### config.mk
export PLATFORM = sky130hd
export DESIGN_NAME = lsu_flat
export DESIGN_NICKNAME = d
export VERILOG_FILES = /design/src/rtl/riscv_defs.sv /design/src/rtl/lsu_if.sv /design/src/rtl/lsu_align.sv /design/src/rtl/lsu.sv /design/src/flat_wrapper.sv
export SDC_FILE = /design/constraint.sdc
export NUM_CORES = 1
export LEC_CHECK = 0
export BUFFER_PORTS_ARGS = -buffer_cell sky130_fd_sc_hd__buf_2
export CAP_MARGIN = 20
export CELL_PAD_IN_SITES_DETAIL_PLACEMENT = 2
export CELL_PAD_IN_SITES_GLOBAL_PLACEMENT = 2
export CORE_UTILIZATION = 33
export CTS_BUF_LIST = sky130_fd_sc_hd__clkbuf_4 sky130_fd_sc_hd__clkbuf_8
export CTS_CLUSTER_SIZE = 8
export DETAILED_ROUTE_END_ITERATION = 8
export PLACE_DENSITY = 0.78
export REMOVE_ABC_BUFFERS = 1
export SYNTH_ARGS = -nofsm -noshare
export SYNTH_HDL_FRONTEND = slang
export SYNTH_HIERARCHICAL = 1
export SYNTH_SLANG_ARGS = --single-unit
### constraint.sdc
create_clock -name i_clock -period 5.65 [get_ports i_clock]
set_input_delay 0 -clock i_clock [delete_from_list [all_inputs] [get_ports i_clock]]
set_output_delay 0 -clock i_clock [all_outputs]
set_load 0.005 [all_outputs]
### src/rtl/riscv_defs.sv
// Shared RV32I definitions for the load/store unit.
// Holds funct3 width codes, the LSU state encoding, the registered request
// payload and the data memory size used for range checking.
package riscv_defs;

  localparam int unsigned NB_BYTE  = 8;
  localparam int unsigned MEM_SIZE = 1024;

  localparam logic [2:0] F3_B  = 3'b000;
  localparam logic [2:0] F3_H  = 3'b001;
  localparam logic [2:0] F3_W  = 3'b010;
  localparam logic [2:0] F3_BU = 3'b100;
  localparam logic [2:0] F3_HU = 3'b101;

  typedef enum logic [1:0] {
    IDLE   = 2'd0,
    ACCESS = 2'd1,
    RESP   = 2'd2
  } lsu_state_t;

  // Request fields captured on accept (address is kept separately, it is parameterised)
  typedef struct packed {
    logic        is_store;
    logic [2:0]  funct3;
    logic [31:0] store_data;
    logic [4:0]  rd;
  } lsu_req_t;

  // Access size in bytes from the low two funct3 bits
  function automatic logic [2:0] access_size(input logic [1:0] width);
    case (width)
      2'b00:   access_size = 3'd1;
      2'b01:   access_size = 3'd2;
      default: access_size = 3'd4;
    endcase
  endfunction

endpackage

### src/rtl/lsu_if.sv
// Bundle of the LSU request/response handshake and the data memory bus.
// Signal names are seen from the LSU: i_* flow into it, o_* flow out of it.
//   slave  : the LSU itself
//   master : the environment (execute/writeback pipeline plus data memory)
interface lsu_if #(
  parameter int unsigned ADDR_W = 32
);
  logic              i_req_valid;
  logic              o_req_ready;
  logic              i_is_store;
  logic [2:0]        i_funct3;
  logic [ADDR_W-1:0] i_addr;
  logic [31:0]       i_store_data;
  logic [4:0]        i_rd;

  logic              o_resp_valid;
  logic              i_resp_ready;
  logic [31:0]       o_load_data;
  logic [4:0]        o_rd;
  logic              o_illegal;
  logic              o_misaligned;
  logic              o_out_of_range;

  logic [ADDR_W-1:0] o_dmem_address;
  logic              o_dmem_rd_enable;
  logic              o_dmem_wr_enable;
  logic [3:0]        o_dmem_byte_en;
  logic [31:0]       o_dmem_wr_data;
  logic [31:0]       i_dmem_rd_data;
  logic              i_dmem_ack;

  modport slave (
    input  i_req_valid, i_is_store, i_funct3, i_addr, i_store_data, i_rd,
    input  i_resp_ready, i_dmem_rd_data, i_dmem_ack,
    output o_req_ready, o_resp_valid, o_load_data, o_rd,
    output o_illegal, o_misaligned, o_out_of_range,
    output o_dmem_address, o_dmem_rd_enable, o_dmem_wr_enable,
    output o_dmem_byte_en, o_dmem_wr_data
  );

  modport master (
    output i_req_valid, i_is_store, i_funct3, i_addr, i_store_data, i_rd,
    output i_resp_ready, i_dmem_rd_data, i_dmem_ack,
    input  o_req_ready, o_resp_valid, o_load_data, o_rd,
    input  o_illegal, o_misaligned, o_out_of_range,
    input  o_dmem_address, o_dmem_rd_enable, o_dmem_wr_enable,
    input  o_dmem_byte_en, o_dmem_wr_data
  );
endinterface

### src/rtl/lsu_align.sv
// Combinational alignment and decode for one LSU access.
// Inputs : is_store, funct3, addr, store_data, rd_data (raw memory word)
// Outputs: byte_en_c, wr_data_c (lane-replicated store data),
//          load_data_c (extended load result),
//          illegal_c / misaligned_c / out_of_range_c (one-hot, prioritised)
module lsu_align
  import riscv_defs::*;
#(
  parameter int unsigned ADDR_W    = 32,
  parameter int unsigned MEM_BYTES = MEM_SIZE
) (
  input  logic              is_store,
  input  logic [2:0]        funct3,
  input  logic [ADDR_W-1:0] addr,
  input  logic [31:0]       store_data,
  input  logic [31:0]       rd_data,
  output logic [3:0]        byte_en_c,
  output logic [31:0]       wr_data_c,
  output logic [31:0]       load_data_c,
  output logic              illegal_c,
  output logic              misaligned_c,
  output logic              out_of_range_c
);

  logic [1:0]      off;
  logic [31:0]     lane;
  logic            mis_raw;
  logic            oor_raw;
  logic [ADDR_W:0] last_byte;

  assign off  = addr[1:0];
  // Shift the addressed byte/halfword down to bit 0
  assign lane = rd_data >> {off, 3'b000};

  always_comb begin
    byte_en_c      = '0;
    wr_data_c      = '0;
    load_data_c    = '0;
    illegal_c      = 1'b0;
    misaligned_c   = 1'b0;
    out_of_range_c = 1'b0;
    mis_raw        = 1'b0;
    oor_raw        = 1'b0;
    last_byte      = '0;

    if (is_store) begin
      illegal_c = !(funct3 inside {F3_B, F3_H, F3_W});
    end else begin
      illegal_c = !(funct3 inside {F3_B, F3_H, F3_W, F3_BU, F3_HU});
    end

    case (funct3[1:0])
      2'b00: begin
        byte_en_c = 4'(4'b0001 << off);
        wr_data_c = {4{store_data[NB_BYTE-1:0]}};
      end
      2'b01: begin
        byte_en_c = 4'(4'b0011 << off);
        wr_data_c = {2{store_data[15:0]}};
        mis_raw   = addr[0];
      end
      default: begin
        byte_en_c = 4'b1111;
        wr_data_c = store_data;
        mis_raw   = (off != 2'b00);
      end
    endcase

    // One extra bit so an address near the top of the space cannot wrap past the limit
    last_byte = {1'b0, addr} + (ADDR_W+1)'(access_size(funct3[1:0])) - (ADDR_W+1)'(1);
    oor_raw   = (last_byte >= (ADDR_W+1)'(MEM_BYTES));

    misaligned_c   = !illegal_c && mis_raw;
    out_of_range_c = !illegal_c && !mis_raw && oor_raw;

    case (funct3)
      F3_B:    load_data_c = {{24{lane[7]}}, lane[7:0]};
      F3_BU:   load_data_c = {24'h0, lane[7:0]};
      F3_H:    load_data_c = {{16{lane[15]}}, lane[15:0]};
      F3_HU:   load_data_c = {16'h0, lane[15:0]};
      F3_W:    load_data_c = lane;
      default: load_data_c = '0;
    endcase
  end

endmodule

### src/rtl/lsu.sv
// RV32I load/store unit: accepts one load or store at a time, drives the data
// memory, and returns an extended load result or fault flags.
// Ports: i_clock, i_reset_n (async, active-low), bus (lsu_if.slave) carrying the
// request handshake, the response handshake and the data memory bus.
module lsu
  import riscv_defs::*;
#(
  parameter int unsigned ADDR_W    = 32,
  parameter int unsigned MEM_BYTES = MEM_SIZE
) (
  input  logic  i_clock,
  input  logic  i_reset_n,
  lsu_if.slave  bus
);

  lsu_state_t        state;
  lsu_req_t          req_q;
  logic [ADDR_W-1:0] addr_q;

  logic              req_ready_q;
  logic              resp_valid_q;
  logic [31:0]       load_data_q;
  logic              illegal_q;
  logic              misaligned_q;
  logic              oor_q;
  logic [ADDR_W-1:0] dmem_addr_q;
  logic              rd_en_q;
  logic              wr_en_q;
  logic [3:0]        byte_en_q;
  logic [31:0]       wr_data_q;

  logic              a_is_store_c;
  logic [2:0]        a_funct3_c;
  logic [ADDR_W-1:0] a_addr_c;
  logic [31:0]       a_store_data_c;
  logic [3:0]        a_byte_en_c;
  logic [31:0]       a_wr_data_c;
  logic [31:0]       a_load_data_c;
  logic              a_illegal_c;
  logic              a_misaligned_c;
  logic              a_oor_c;
  logic              a_fault_c;

  // Decode the incoming request in IDLE, the captured one otherwise (load extraction)
  assign a_is_store_c   = (state == IDLE) ? bus.i_is_store   : req_q.is_store;
  assign a_funct3_c     = (state == IDLE) ? bus.i_funct3     : req_q.funct3;
  assign a_addr_c       = (state == IDLE) ? bus.i_addr       : addr_q;
  assign a_store_data_c = (state == IDLE) ? bus.i_store_data : req_q.store_data;

  lsu_align #(
    .ADDR_W    (ADDR_W),
    .MEM_BYTES (MEM_BYTES)
  ) u_align (
    .is_store       (a_is_store_c),
    .funct3         (a_funct3_c),
    .addr           (a_addr_c),
    .store_data     (a_store_data_c),
    .rd_data        (bus.i_dmem_rd_data),
    .byte_en_c      (a_byte_en_c),
    .wr_data_c      (a_wr_data_c),
    .load_data_c    (a_load_data_c),
    .illegal_c      (a_illegal_c),
    .misaligned_c   (a_misaligned_c),
    .out_of_range_c (a_oor_c)
  );

  assign a_fault_c = a_illegal_c || a_misaligned_c || a_oor_c;

  // Control FSM with registered outputs; reset drops memory strobes immediately
  always_ff @(posedge i_clock or negedge i_reset_n) begin
    if (!i_reset_n) begin
      state        <= IDLE;
      req_q        <= '0;
      addr_q       <= '0;
      req_ready_q  <= 1'b1;
      resp_valid_q <= 1'b0;
      load_data_q  <= '0;
      illegal_q    <= 1'b0;
      misaligned_q <= 1'b0;
      oor_q        <= 1'b0;
      dmem_addr_q  <= '0;
      rd_en_q      <= 1'b0;
      wr_en_q      <= 1'b0;
      byte_en_q    <= '0;
      wr_data_q    <= '0;
    end else begin
      case (state)
        IDLE: begin
          if (bus.i_req_valid) begin
            req_q.is_store   <= bus.i_is_store;
            req_q.funct3     <= bus.i_funct3;
            req_q.store_data <= bus.i_store_data;
            req_q.rd         <= bus.i_rd;
            addr_q           <= bus.i_addr;
            req_ready_q      <= 1'b0;
            if (a_fault_c) begin
              // Faults skip memory entirely and respond next cycle
              illegal_q    <= a_illegal_c;
              misaligned_q <= a_misaligned_c;
              oor_q        <= a_oor_c;
              load_data_q  <= '0;
              resp_valid_q <= 1'b1;
              state        <= RESP;
            end else begin
              dmem_addr_q <= {bus.i_addr[ADDR_W-1:2], 2'b00};
              rd_en_q     <= !bus.i_is_store;
              wr_en_q     <= bus.i_is_store;
              byte_en_q   <= a_byte_en_c;
              wr_data_q   <= a_wr_data_c;
              state       <= ACCESS;
            end
          end
        end

        ACCESS: begin
          if (bus.i_dmem_ack) begin
            rd_en_q      <= 1'b0;
            wr_en_q      <= 1'b0;
            byte_en_q    <= '0;
            load_data_q  <= req_q.is_store ? 32'h0 : a_load_data_c;
            illegal_q    <= 1'b0;
            misaligned_q <= 1'b0;
            oor_q        <= 1'b0;
            resp_valid_q <= 1'b1;
            state        <= RESP;
          end
        end

        RESP: begin
          if (bus.i_resp_ready) begin
            resp_valid_q <= 1'b0;
            req_ready_q  <= 1'b1;
            state        <= IDLE;
          end
        end

        default: begin
          state <= IDLE;
        end
      endcase
    end
  end

  assign bus.o_req_ready      = req_ready_q;
  assign bus.o_resp_valid     = resp_valid_q;
  assign bus.o_load_data      = load_data_q;
  assign bus.o_rd             = req_q.rd;
  assign bus.o_illegal        = illegal_q;
  assign bus.o_misaligned     = misaligned_q;
  assign bus.o_out_of_range   = oor_q;
  assign bus.o_dmem_address   = dmem_addr_q;
  assign bus.o_dmem_rd_enable = rd_en_q;
  assign bus.o_dmem_wr_enable = wr_en_q;
  assign bus.o_dmem_byte_en   = byte_en_q;
  assign bus.o_dmem_wr_data   = wr_data_q;

endmodule

### src/flat_wrapper.sv
// flat-port wrapper written by rule: the top's interface ports become plain ports
module lsu_flat import riscv_defs::*;
#(
  parameter int unsigned ADDR_W    = 32,
  parameter int unsigned MEM_BYTES = MEM_SIZE
)
  (i_clock, i_reset_n, bus_i_req_valid, bus_i_is_store, bus_i_funct3, bus_i_addr, bus_i_store_data, bus_i_rd, bus_i_resp_ready, bus_i_dmem_rd_data, bus_i_dmem_ack, bus_o_req_ready, bus_o_resp_valid, bus_o_load_data, bus_o_rd, bus_o_illegal, bus_o_misaligned, bus_o_out_of_range, bus_o_dmem_address, bus_o_dmem_rd_enable, bus_o_dmem_wr_enable, bus_o_dmem_byte_en, bus_o_dmem_wr_data);
  lsu_if #(.ADDR_W(ADDR_W)) bus_i ();
  input  logic i_clock;
  input  logic i_reset_n;
  input wire logic [$bits(bus_i.i_req_valid)-1:0] bus_i_req_valid;
  input wire logic [$bits(bus_i.i_is_store)-1:0] bus_i_is_store;
  input wire logic [$bits(bus_i.i_funct3)-1:0] bus_i_funct3;
  input wire logic [$bits(bus_i.i_addr)-1:0] bus_i_addr;
  input wire logic [$bits(bus_i.i_store_data)-1:0] bus_i_store_data;
  input wire logic [$bits(bus_i.i_rd)-1:0] bus_i_rd;
  input wire logic [$bits(bus_i.i_resp_ready)-1:0] bus_i_resp_ready;
  input wire logic [$bits(bus_i.i_dmem_rd_data)-1:0] bus_i_dmem_rd_data;
  input wire logic [$bits(bus_i.i_dmem_ack)-1:0] bus_i_dmem_ack;
  output wire logic [$bits(bus_i.o_req_ready)-1:0] bus_o_req_ready;
  output wire logic [$bits(bus_i.o_resp_valid)-1:0] bus_o_resp_valid;
  output wire logic [$bits(bus_i.o_load_data)-1:0] bus_o_load_data;
  output wire logic [$bits(bus_i.o_rd)-1:0] bus_o_rd;
  output wire logic [$bits(bus_i.o_illegal)-1:0] bus_o_illegal;
  output wire logic [$bits(bus_i.o_misaligned)-1:0] bus_o_misaligned;
  output wire logic [$bits(bus_i.o_out_of_range)-1:0] bus_o_out_of_range;
  output wire logic [$bits(bus_i.o_dmem_address)-1:0] bus_o_dmem_address;
  output wire logic [$bits(bus_i.o_dmem_rd_enable)-1:0] bus_o_dmem_rd_enable;
  output wire logic [$bits(bus_i.o_dmem_wr_enable)-1:0] bus_o_dmem_wr_enable;
  output wire logic [$bits(bus_i.o_dmem_byte_en)-1:0] bus_o_dmem_byte_en;
  output wire logic [$bits(bus_i.o_dmem_wr_data)-1:0] bus_o_dmem_wr_data;
  assign bus_i.i_req_valid = bus_i_req_valid;
  assign bus_i.i_is_store = bus_i_is_store;
  assign bus_i.i_funct3 = bus_i_funct3;
  assign bus_i.i_addr = bus_i_addr;
  assign bus_i.i_store_data = bus_i_store_data;
  assign bus_i.i_rd = bus_i_rd;
  assign bus_i.i_resp_ready = bus_i_resp_ready;
  assign bus_i.i_dmem_rd_data = bus_i_dmem_rd_data;
  assign bus_i.i_dmem_ack = bus_i_dmem_ack;
  assign bus_o_req_ready = bus_i.o_req_ready;
  assign bus_o_resp_valid = bus_i.o_resp_valid;
  assign bus_o_load_data = bus_i.o_load_data;
  assign bus_o_rd = bus_i.o_rd;
  assign bus_o_illegal = bus_i.o_illegal;
  assign bus_o_misaligned = bus_i.o_misaligned;
  assign bus_o_out_of_range = bus_i.o_out_of_range;
  assign bus_o_dmem_address = bus_i.o_dmem_address;
  assign bus_o_dmem_rd_enable = bus_i.o_dmem_rd_enable;
  assign bus_o_dmem_wr_enable = bus_i.o_dmem_wr_enable;
  assign bus_o_dmem_byte_en = bus_i.o_dmem_byte_en;
  assign bus_o_dmem_wr_data = bus_i.o_dmem_wr_data;
  lsu #(.ADDR_W(ADDR_W), .MEM_BYTES(MEM_BYTES)) u_core (.i_clock(i_clock), .i_reset_n(i_reset_n), .bus(bus_i));
endmodule
==> results of run 1 <==
[synth_stat cells (7+ instances only)]
cell type	n	area, sq um
ha_1	34	425
mux2_4	61	916
nand2_1	133	499
buf_12	7	140
o21ai_0	53	265
a21oi_1	41	205
inv_1	79	297
nor2b_1	14	87.6
nor3_1	7	35.0
nand3_1	8	40.0
a211oi_1	17	128
buf_2	8	40.0
mux2i_1	60	601
dfrtp_1	179	4480
mux2_1	33	372
buf_4	23	173
mux2_2	119	1340
a21o_1	7	52.6
nor2_1	28	105
clkbuf_1	22	82.6
[layer usage]
| layer | track usage | vias up |
|---|---|---|
| li1 | - | 4220 |
| met5 | 0 | - |
| met1 | 0.259 | 4671 |
| met3 | 0.0369 | 37 |
| met2 | 0.393 | 186 |
| met4 | 0.0561 | 0 |
[per-stage QoR]
stage / hold slack, ns / setup WS [ns] / std cells / TNS [ns]
finish: 0.0433 / 0.414 / 1804 / 0
floorplan: -0.296 / -4.10 / 979 / -279.45
detailed placement: 0.236 / 0.200 / 1668 / 0
global route: 0.0564 / 0.0322 / 1804 / 0
CTS: 0.00113 / 0.189 / 1795 / 0
global placement: 0.231 / 0.359 / 1668 / 0
[power groups by stage]
stage               combinational (uW)  clock [uW]  sequential, uW
floorplan                         3890           0            2130
global placement                  5360           0            2150
detailed placement                5530           0            2190
CTS                               5640         943            2170
global route                      6280         997            2250
finish                            5730         921            2190
[flip-flops by register name (all words and copies together) (netlist names)]
signal                       count
u_core/state                     2
u_core/bus.o_dmem_wr_enable      1
u_core/bus.o_rd                  5
u_core/bus.o_resp_valid          1
u_core/bus.o_dmem_byte_en        4
u_core/req_q                    36
u_core/bus.o_illegal             1
u_core/bus.o_load_data          32
u_core/bus.o_dmem_rd_enable      1
u_core/bus.o_out_of_range        1
u_core/bus.o_req_ready           1
u_core/bus.o_misaligned          1
u_core/bus.o_dmem_wr_data       32
u_core/bus.o_dmem_address       30
u_core/addr_q                   32
[critical path, stage by stage, from the launching register on]
cell      delay [ns]
dfrtp_1         0.42
nor2_4          0.18
buf_4           0.15
buf_12          0.20
mux2_2          0.37
inv_1           0.06
ha_1            0.25
inv_1           0.07
ha_1            0.22
a211oi_1        0.26
o21ai_1         0.16
nand3_1         0.10
nand2_1         0.09
nor2_2          0.20
a21oi_1         0.11
a211o_1         0.35
nor4bb_1        0.16
or3_1           0.39
a31oi_1         0.29
buf_4           0.20
nor4_2          0.06
nor3_2          0.20
buf_12          0.30
mux2i_1         0.29
[logic make-up (layout without fill, tap and decap cells)]
family | Yosys count | count (layout) | share of synthesized area
muxes | 273 | 273 | 0.287
and+or+nand+nor | 222 | 222 | 0.0903
DFF | 180 | 180 | 0.401
AOI/OAI and AO/OA | 174 | 174 | 0.101
buffers and inverters | 149 | 456 | 0.0712
adders and majority gates | 35 | 35 | 0.0397
xor gates and xnor gates | 12 | 12 | 0.00936
other | 1 | 4 | 0.000334
[final cells by class]
type,instances,area (sq um)
timing repair buffer,343,2390
sequential,180,4510
inverter,81,304
tap,448,561
antenna,2,5.00
clock buffer,17,234
clock inverter,15,148
fill,3585,19400
multi-input combinational,718,5960
[repair_timing]
| action | in CTS | in global routing |
|---|---|---|
| hold buffers | 95 | 1 |
| endpoints found under the setup margin | 0 | 80 |
| buffers inserted | 0 | 3 |
| hold endpoints to repair | 283 | 4 |
| resized for setup | 0 | 3 |
[worst min-delay path by stage]
stage	to	slack [ns]	cells past startpoint
after floorplan	u_core/addr_q[0]	-0.30	0
after global placement	u_core/req_q[13]	0.23	2
after detailed placement	u_core/req_q[27]	0.24	2
after CTS	u_core/bus.o_load_data[3]	0.001	5
after global routing	u_core/bus.o_load_data[3]	0.06	5
final	u_core/bus.o_load_data[3]	0.04	5
==> results_dict.tcl, run 1 <==
set metrics [dict create \
    drcViolationCount 0 \
    yosysSeqAreaShare 0.401 \
    synth_cell_types 74 \
    highest_layer "met4" \
    final-max-slew-violation-count 0 \
    numCtsBuffers 17 \
    track_usage 0.215 \
    start_util 0.335 \
    grt_pass1_vias 10300 \
    period_needed_ns 5.24 \
    worst_slew_pin_slew_ns 0.833 \
    maxCapViolations 0 \
    cts_root_buf "clkbuf_8" \
    syn_inst 1046 \
    min_path_type "in -> reg" \
    p_leak_uw 0.00654 \
    grt_max_degree 125 \
    skew_ns 0.0247 \
    p_per_area_nw_per_um2 627 \
    ir_drop_v 0.000226 \
    placed_area_sq_um 12600 \
    ff2ff_path_depth 23 \
    crit_arrival_ns 5.65 \
    worstSetupPathType "reg -> reg" \
    avgSynthCellArea_sq_um 10.7 \
    clkPwrFrac 0.104 \
    p_seq_frac 0.248 \
    p_int_uw 4850 \
    synth_flop_cell "dfrtp_1" \
    fin_crit_sh 0.927 \
    dieArea_sq_um 34800 \
    drt-initial-drc-count 330 \
    first_pass_iters 4 \
    gp_congestion 0.800 \
    clkSinkCount 180 \
    met3_length_mm 1.04 \
    yosysWarnings 6 \
    rows 67 \
    fmax_mhz 191 \
    nets 1486 \
    io_pins 222 \
    wl_per_cell_um 20.7 \
    final_common_cell "buf_2" \
    die_w_um 186 \
    fin_area_sq_um 14100 \
    switching_power_uw 4000 \
    area_growth_pct 25.6 \
    antenna_found_initial 2 \
    grt.overflow.total 0 \
    via_per_inst 5.05 \
    hold_viol 0 \
    cp-endpoint "u_core/bus.o_load_data[4]" \
    final_cell_mix "buf_2 (218), dfrtp_1 (179), nand2_1 (133), mux2_2 (119), dlygate4sd3_1 (96)" \
    route.met2.wl_mm 19.5 \
    worst_setup_path_end_kind "flop" \
    wl_mm 37.4 \
    cts_max_level 4 \
    ant_nets 0 \
    post-dp-hpwl_mm 23.4 \
    synth-edff-count 0 \
    clkTransAtPathRegs_ns 0.11 \
    rrSetupSlack_ns 0.41 \
    min-delay-start "bus_i_dmem_rd_data[11]" \
    p_total_uw 8840 \
    die_y_um 186 \
    syn_area_sq_um 11200 \
    slew_headroom 0.445 \
    pwr-share-comb 0.648 \
    num_vias 9114 \
    fin_util 0.421 \
    insertion_delay_ns 0.51 \
    start_kind "flop" \
    r2r_start "u_core/state[0]" \
    synth_seq_cells 180 \
    setup_viol 0 \
    worstPathRequired_ns 6.06 \
    coreArea_sq_um 33500 \
    switching_share 0.452 \
    async_flop_share 1.00 \
    rsz0062_at_grt "no" \
    grt_pass1_wl_mm 58.8 \
    clk_path_buf_depth 2 \
    crit_start "u_core/state[0]" \
    wl_met1_mm 16.3 \
    drive_above_1_share 0.363 \
    regToRegEndpoint "u_core/bus.o_load_data[4]" \
    status "complete, no violations" \
    cp_max_fo 35 \
    io_buffer_count 219 \
    tritoncts "yes" \
]
Power figures use the tool's default switching activity.
==> run 2: changes to the inputs <==
--- a/config.mk
+++ b/config.mk
@@ -11,10 +11,9 @@
 export CELL_PAD_IN_SITES_GLOBAL_PLACEMENT = 2
 export CORE_UTILIZATION = 33
 export CTS_BUF_LIST = sky130_fd_sc_hd__clkbuf_4 sky130_fd_sc_hd__clkbuf_8
-export CTS_CLUSTER_SIZE = 8
 export DETAILED_ROUTE_END_ITERATION = 8
 export PLACE_DENSITY = 0.78
-export REMOVE_ABC_BUFFERS = 1
+export RECOVER_POWER = 25
 export SYNTH_ARGS = -nofsm -noshare
 export SYNTH_HDL_FRONTEND = slang
 export SYNTH_HIERARCHICAL = 1
==> results_dict.tcl, run 2 (synthesis results as in run 1) <==
set metrics [dict create \
    status "finished with violations" \
    violations "max-capacitance violations, max-slew violations" \
    hold_end "u_core/bus.o_load_data[0]" \
    place_ws_ns 0.163 \
    drcViolationCount 0 \
    final-max-slew-violation-count 72 \
    cp_max_fo 35 \
    io_pins 222 \
    multi_input_area_sq_um 5980 \
    drive_above_1_share 0.346 \
    cpMaxStageDelayCell "dfrtp_1" \
    start_util 0.335 \
    fmax_mhz 186 \
    p_per_area_nw_per_um2 635 \
    nFillCells 3589 \
    die_w_um 186 \
    first_pass_iters 6 \
    grt.overflow.total 0 \
    setup_viol 0 \
    num_vias 9131 \
    wl_met1_mm 16.1 \
    hold_path_depth 5 \
    coreArea_sq_um 33500 \
    grt_pass1_wl_mm 59.1 \
    hold_viol 0 \
    maxCapViolations 1 \
    post-dp-hpwl_mm 25.1 \
    wl_mm 37.8 \
    skew_ns 0.0247 \
    crit_arrival_ns 5.78 \
    gp_congestion 0.802 \
    period_needed_ns 5.37 \
    regToRegEndpoint "u_core/bus.o_load_data[2]" \
    fin_crit_sh 0.951 \
    largest_reg_flops 36 \
    cp_slowest_stage_delay_ns 0.43 \
    register_area_sq_um 4510 \
    p_leak_uw 0.00646 \
    die_y_um 186 \
    worstPathRequired_ns 6.06 \
    crit_start "u_core/state[0]" \
    finalSetupTns_ns 0 \
    worstSetupPathType "reg -> reg" \
    worst_setup_path_end_kind "flop" \
    final_cell_mix "buf_2 (192), dfrtp_1 (179), nand2_1 (133), mux2_2 (118), dlygate4sd3_1 (91)" \
    numCtsBuffers 17 \
    wl_per_cell_um 21.0 \
    start_kind "flop" \
    dieArea_sq_um 34800 \
    cts_root_buf "clkbuf_8" \
    crit_cells 22 \
    crit_chain "nor2_4, buf_6, mux2_2, inv_1, ha_1, inv_1, ha_1, a211oi_1, o21ai_1, nand3_1, nand2_1, nor2_2, a21oi_1, a211o_1, nor4bb_1, or3_1, a31oi_1, buf_4, nor4_2, nor3_2, buf_12, mux2i_1" \
    insertion_delay_ns 0.52 \
    ff2ff_path_depth 22 \
    slew_headroom -1.79 \
    via_per_inst 5.08 \
    rows 67 \
    ant_nets 0 \
    fin_area_sq_um 14100 \
    min_path_type "in -> reg" \
    tritoncts "yes" \
    clkSinkCount 180 \
    clkTransAtPathRegs_ns 0.11 \
    ir_drop_v 0.000221 \
    critical_path.top_delay_family "simple AND/OR/NAND/NOR gates" \
    antenna_found_initial 1 \
    nets 1482 \
    area_growth_pct 25.4 \
    placed_area_sq_um 12600 \
    highest_layer "met4" \
    crit_buf_inv 5 \
    grt_max_degree 77 \
    drt-initial-drc-count 338 \
    r2r_start "u_core/state[0]" \
    met3_length_um 841 \
    track_usage 0.218 \
    cts_max_level 4 \
    io_buffer_count 219 \
    rrSetupSlack_ns 0.28 \
    route.met2.wl_mm 19.6 \
    grt_pass1_vias 10300 \
    worst_slack_ns 0.277 \
    final_common_cell "buf_2" \
    min-delay-start "bus_i_dmem_rd_data[8]" \
    worst_slew_pin_slew_ns 4.19 \
    regMostFlops "u_core/req_q" \
    clk_path_buf_depth 2 \
]
[run 2: worst register-to-register path, cell delays in order (launching register included)]
cell and delay [ns]:
dfrtp_1 0.43, nor2_4 0.21, buf_6 0.30, mux2_2 0.38, inv_1 0.08, ha_1 0.27
inv_1 0.07, ha_1 0.22, a211oi_1 0.31, o21ai_1 0.19, nand3_1 0.12, nand2_1 0.09
nor2_2 0.23, a21oi_1 0.12, a211o_1 0.35, nor4bb_1 0.16, or3_1 0.41, a31oi_1 0.29
buf_4 0.19, nor4_2 0.05, nor3_2 0.20, buf_12 0.29, mux2i_1 0.33
[run 2: final cells by class]
class	count	area share
multi-input combinational	719	0.425
sequential	180	0.320
timing repair buffer	338	0.163
tap	448	0.0398
inverter	81	0.0216
clock buffer	18	0.0176
clock inverter	14	0.0133
antenna	1	0.000178
[run 2: per-stage QoR]
step / hold WS, ns / cells / total power [uW] / utilization
after floorplan: -0.296 / 1047 / 6270 / -
after global placement: 0.0665 / 1667 / 7510 / 0.377
after detailed placement: 0.0750 / 1667 / 7740 / 0.377
after CTS: 0.000459 / 1790 / 8850 / 0.417
after global routing: 0.0492 / 1799 / 9590 / 0.420
final: 0.0117 / 1799 / 8940 / 0.420
[run 2: where the power goes]
| group | internal, uW | switching [uW] | leakage (uW) |
|---|---|---|---|
| Clock | 392 | 596 | 0.000214 |
| Combinational | 2630 | 3130 | 0.00406 |
| Sequential | 1840 | 344 | 0.00219 |
| Total | 4870 | 4070 | 0.00646 |
[run 2: per-layer routing]
metal | GRT usage | up-vias
met5 | 0 | -
met1 | 0.258 | 4667
met2 | 0.390 | 177
met4 | 0.0946 | 0
li1 | - | 4215
met3 | 0.0308 | 72
[run 2: how the worst max path moves through the flow]
stage,slack [ns],endpoint
3_3_place_gp,0.31,u_core/bus.o_dmem_wr_data[6]
2_1_floorplan,0.1,u_core/bus.o_dmem_address[10]
5_1_grt,-0.006,u_core/bus.o_dmem_wr_data[17]
4_1_cts,0.11,u_core/bus.o_dmem_wr_data[22]
3_5_place_dp,0.16,u_core/bus.o_dmem_wr_data[22]
6_report,0.28,u_core/bus.o_load_data[2]
[run 2: what timing repair did]
item / in CTS / in global routing
gates resized for setup: 0 / 7
buffers inserted: 0 / 4
hold buffers: 91 / 0
endpoints found under the setup margin: 0 / 97
hold endpoints to repair: 211 / 0
==> run 3: changes to the inputs <==
--- a/config.mk
+++ b/config.mk
@@ -9,12 +9,11 @@
 export CAP_MARGIN = 20
 export CELL_PAD_IN_SITES_DETAIL_PLACEMENT = 2
 export CELL_PAD_IN_SITES_GLOBAL_PLACEMENT = 2
-export CORE_UTILIZATION = 33
+export CORE_UTILIZATION = 31
 export CTS_BUF_LIST = sky130_fd_sc_hd__clkbuf_4 sky130_fd_sc_hd__clkbuf_8
 export DETAILED_ROUTE_END_ITERATION = 8
 export PLACE_DENSITY = 0.78
 export RECOVER_POWER = 25
 export SYNTH_ARGS = -nofsm -noshare
 export SYNTH_HDL_FRONTEND = slang
-export SYNTH_HIERARCHICAL = 1
 export SYNTH_SLANG_ARGS = --single-unit
==> results_dict.tcl, run 3 <==
set metrics [dict create \
    status "finished with violations" \
    violations "design-rule violations, max-capacitance violations, max-slew violations" \
    gp_congestion 0.920 \
    clkTransAtPathRegs_ns 0.09 \
    ir_drop_v 0.000203 \
    period_needed_ns 5.35 \
    wl_met1_mm 15.3 \
    maxCapViolations 1 \
    async_flop_share 1.00 \
    worstSetupPathType "reg -> reg" \
    route.met2.wl_mm 18.9 \
    worst_setup_path_end_kind "flop" \
    tritoncts "yes" \
    nets 1424 \
    final_cell_mix "buf_2 (206), dfrtp_1 (147), nand2_1 (111), mux2_1 (89), dlygate4sd3_1 (80)" \
    io_buffer_count 219 \
    skew_ns 0.0205 \
    grt_pass1_wl_mm 58.1 \
    syn_area_sq_um 9620 \
    clkSinkCount 148 \
    yosysMostFrequentCell "dfrtp_1" \
    fin_crit_sh 0.947 \
    dieArea_sq_um 31700 \
    coreArea_sq_um 30600 \
    post-cts-setup-buffer-count 0 \
    rsz0062_at_grt "no" \
    crit_arrival_ns 5.70 \
    finalSetupTns_ns 0 \
    drcViolationCount 1 \
    wl_mm 36.8 \
    setup_viol 0 \
    cts_root_buf "clkbuf_8" \
    avgSynthCellArea_sq_um 9.76 \
    p_per_area_nw_per_um2 597 \
    critical_path.top_delay_family "compound AO/OA/AOI/OAI gates" \
    layout.cells.non_filler 1686 \
    grt_pass1_vias 10200 \
    post-dp-hpwl_mm 25.2 \
    synth-edff-count 0 \
    critPathMostFrequentCell "inv_1" \
    ant_nets 0 \
    cp_slowest_stage_delay_ns 0.54 \
    track_usage 0.239 \
    nFillCells 3343 \
    hold_viol 0 \
    first_pass_iters 6 \
    insertion_delay_ns 0.47 \
    grt.overflow.total 0 \
    via_per_inst 5.35 \
    syn_inst 985 \
    worstPathRequired_ns 5.99 \
    die_y_um 178 \
    place_ws_ns 0.270 \
    final_common_cell "buf_2" \
    min_path_type "in -> reg" \
    synth_cell_types 74 \
    yosysSeqAreaShare 0.385 \
    num_vias 9024 \
    yosysWarnings 0 \
    timing.hold.ws_ns 0.0437 \
    p_leak_uw 0.00629 \
    rows 64 \
    start_util 0.314 \
    n_antenna_cell 0 \
    fmax_mhz 187 \
    dp.cells 1574 \
    die_w_um 178 \
    start_kind "flop" \
    crit_buf_inv 4 \
    area_growth_pct 30.0 \
    yosys.area.top_type_share 0.382 \
    synth_top_cell_by_area "dfrtp_1" \
    clk_path_buf_depth 2 \
    wl_per_cell_um 21.9 \
    drt-initial-drc-count 253 \
    grt_max_degree 97 \
    drive_above_1_share 0.284 \
    ys_top_cells_by_count "dfrtp_1 (147), nand2_1 (112), mux2_1 (89), mux2_2 (71), a21oi_1 (67)" \
    cts_max_level 4 \
    numCtsBuffers 17 \
    synth_seq_cells 148 \
    crit_chain "inv_1, ha_2, buf_4, mux2i_1, inv_1, ha_1, and2_1, a221o_1, o211a_1, a2111oi_0, o211ai_1, nor3_1, nand4_1, nor2_4, buf_12, mux2_1" \
    cpMaxStageDelayCell "a2111oi_0" \
    io_pins 222 \
    highest_layer "met4" \
    antenna_found_initial 0 \
    final-max-slew-violation-count 97 \
    worst_slew_pin_slew_ns 4.54 \
    slew_headroom -2.03 \
    synth_flop_cell "dfrtp_1" \
    worst_slack_ns 0.298 \
    met3_length_mm 1.67 \
    synth_area_leaders "dfrtp_1 (38%), mux2_1 (10%), mux2_2 (8.3%), ha_1 (4.7%), mux2i_1 (4.6%)" \
    cp_max_fo 46 \
]
-- run 3: cell types whose count changed after synthesis, moves of 26 or more --
cell / delta
mux2_4: -61
mux2_1: +56
mux2_2: -48
nor2_1: +38
dfrtp_1: -32
inv_1: -30
a21oi_1: +26
-- run 3: worst register-to-register path: cells and delay by family, from the launching register on --
family	cells	cell delay, ns
AOI/OAI and AO/OA	4	1.41
and+or+nand+nor	4	0.90
buffers and inverters	4	0.88
muxes	2	0.83
adders and majority gates	2	0.78
DFF	1	0.41
-- run 3: area by class of cell --
| class | count | area (sq um) | share of cell area |
|---|---|---|---|
| multi-input cells | 726 | 5470 | 0.437 |
| well taps | 396 | 495 | 0.0396 |
| flip-flops and latches | 148 | 3700 | 0.296 |
| inverters | 51 | 191 | 0.0153 |
| clock inverters | 12 | 204 | 0.0163 |
| repair buffers | 333 | 2180 | 0.174 |
| clock buffers | 20 | 263 | 0.0210 |
-- run 3: cell families after synthesis --
logic type	share of synthesized area
simple gates	0.127
compound gates	0.144
mux	0.233
flops	0.385
buf+inv	0.0511
fa+ha+maj	0.0489
xor+xnor	0.0100
other cells	0.000390
-- run 3: report_power, final --
group	switching (uW)	internal, uW	total [uW]	leakage (uW)
logic	3160	1960	5120	0.00409
registers	103	1230	1340	0.00197
clock network	469	549	1020	0.000226
-- run 3: timing repair --
| action | CTS | global route |
|---|---|---|
| hold buffers | 80 | 0 |
| hold endpoints to repair | 206 | 0 |
| setup endpoints to repair | 0 | 78 |
| resized for setup | 0 | 4 |
-- run 3: final timing paths --
path / from / to / slack, ns / cells past startpoint
setup reg to reg: u_core.state[1] / u_core.bus.o_dmem_wr_data[0] / 0.30 / 16
hold reg to reg: u_core.bus.o_dmem_address[3] / u_core.bus.o_dmem_address[3] / 0.49 / 1
setup / recovery: u_core.state[1] / u_core.bus.o_dmem_wr_data[0] / 0.30 / 16
max in group asynchronous: i_reset_n / u_core.bus.o_dmem_wr_data[13] / 1.21 / 2
hold / removal: bus_i_dmem_rd_data[28] / u_core.bus.o_load_data[28] / 0.04 / 4
min in group asynchronous: i_reset_n / u_core.addr_q[10] / 1.83 / 2
-- run 3: stage by stage --
step / util / power [uW] / cell area [sq um]
4_1_cts: 0.409 / 7410 / 12500
3_3_place_gp: 0.367 / 6100 / 11200
3_5_place_dp: 0.367 / 6280 / 11200
6_report: 0.409 / 7470 / 12500
2_1_floorplan: - / 4770 / 9620
5_1_grt: 0.409 / 8040 / 12500
-- run 3: per-layer routing --
metal | up-vias | track usage
met2 | 232 | 0.427
met1 | 4608 | 0.281
li1 | 4124 | -
met3 | 60 | 0.0526
met4 | 0 | 0.0801
met5 | - | 0
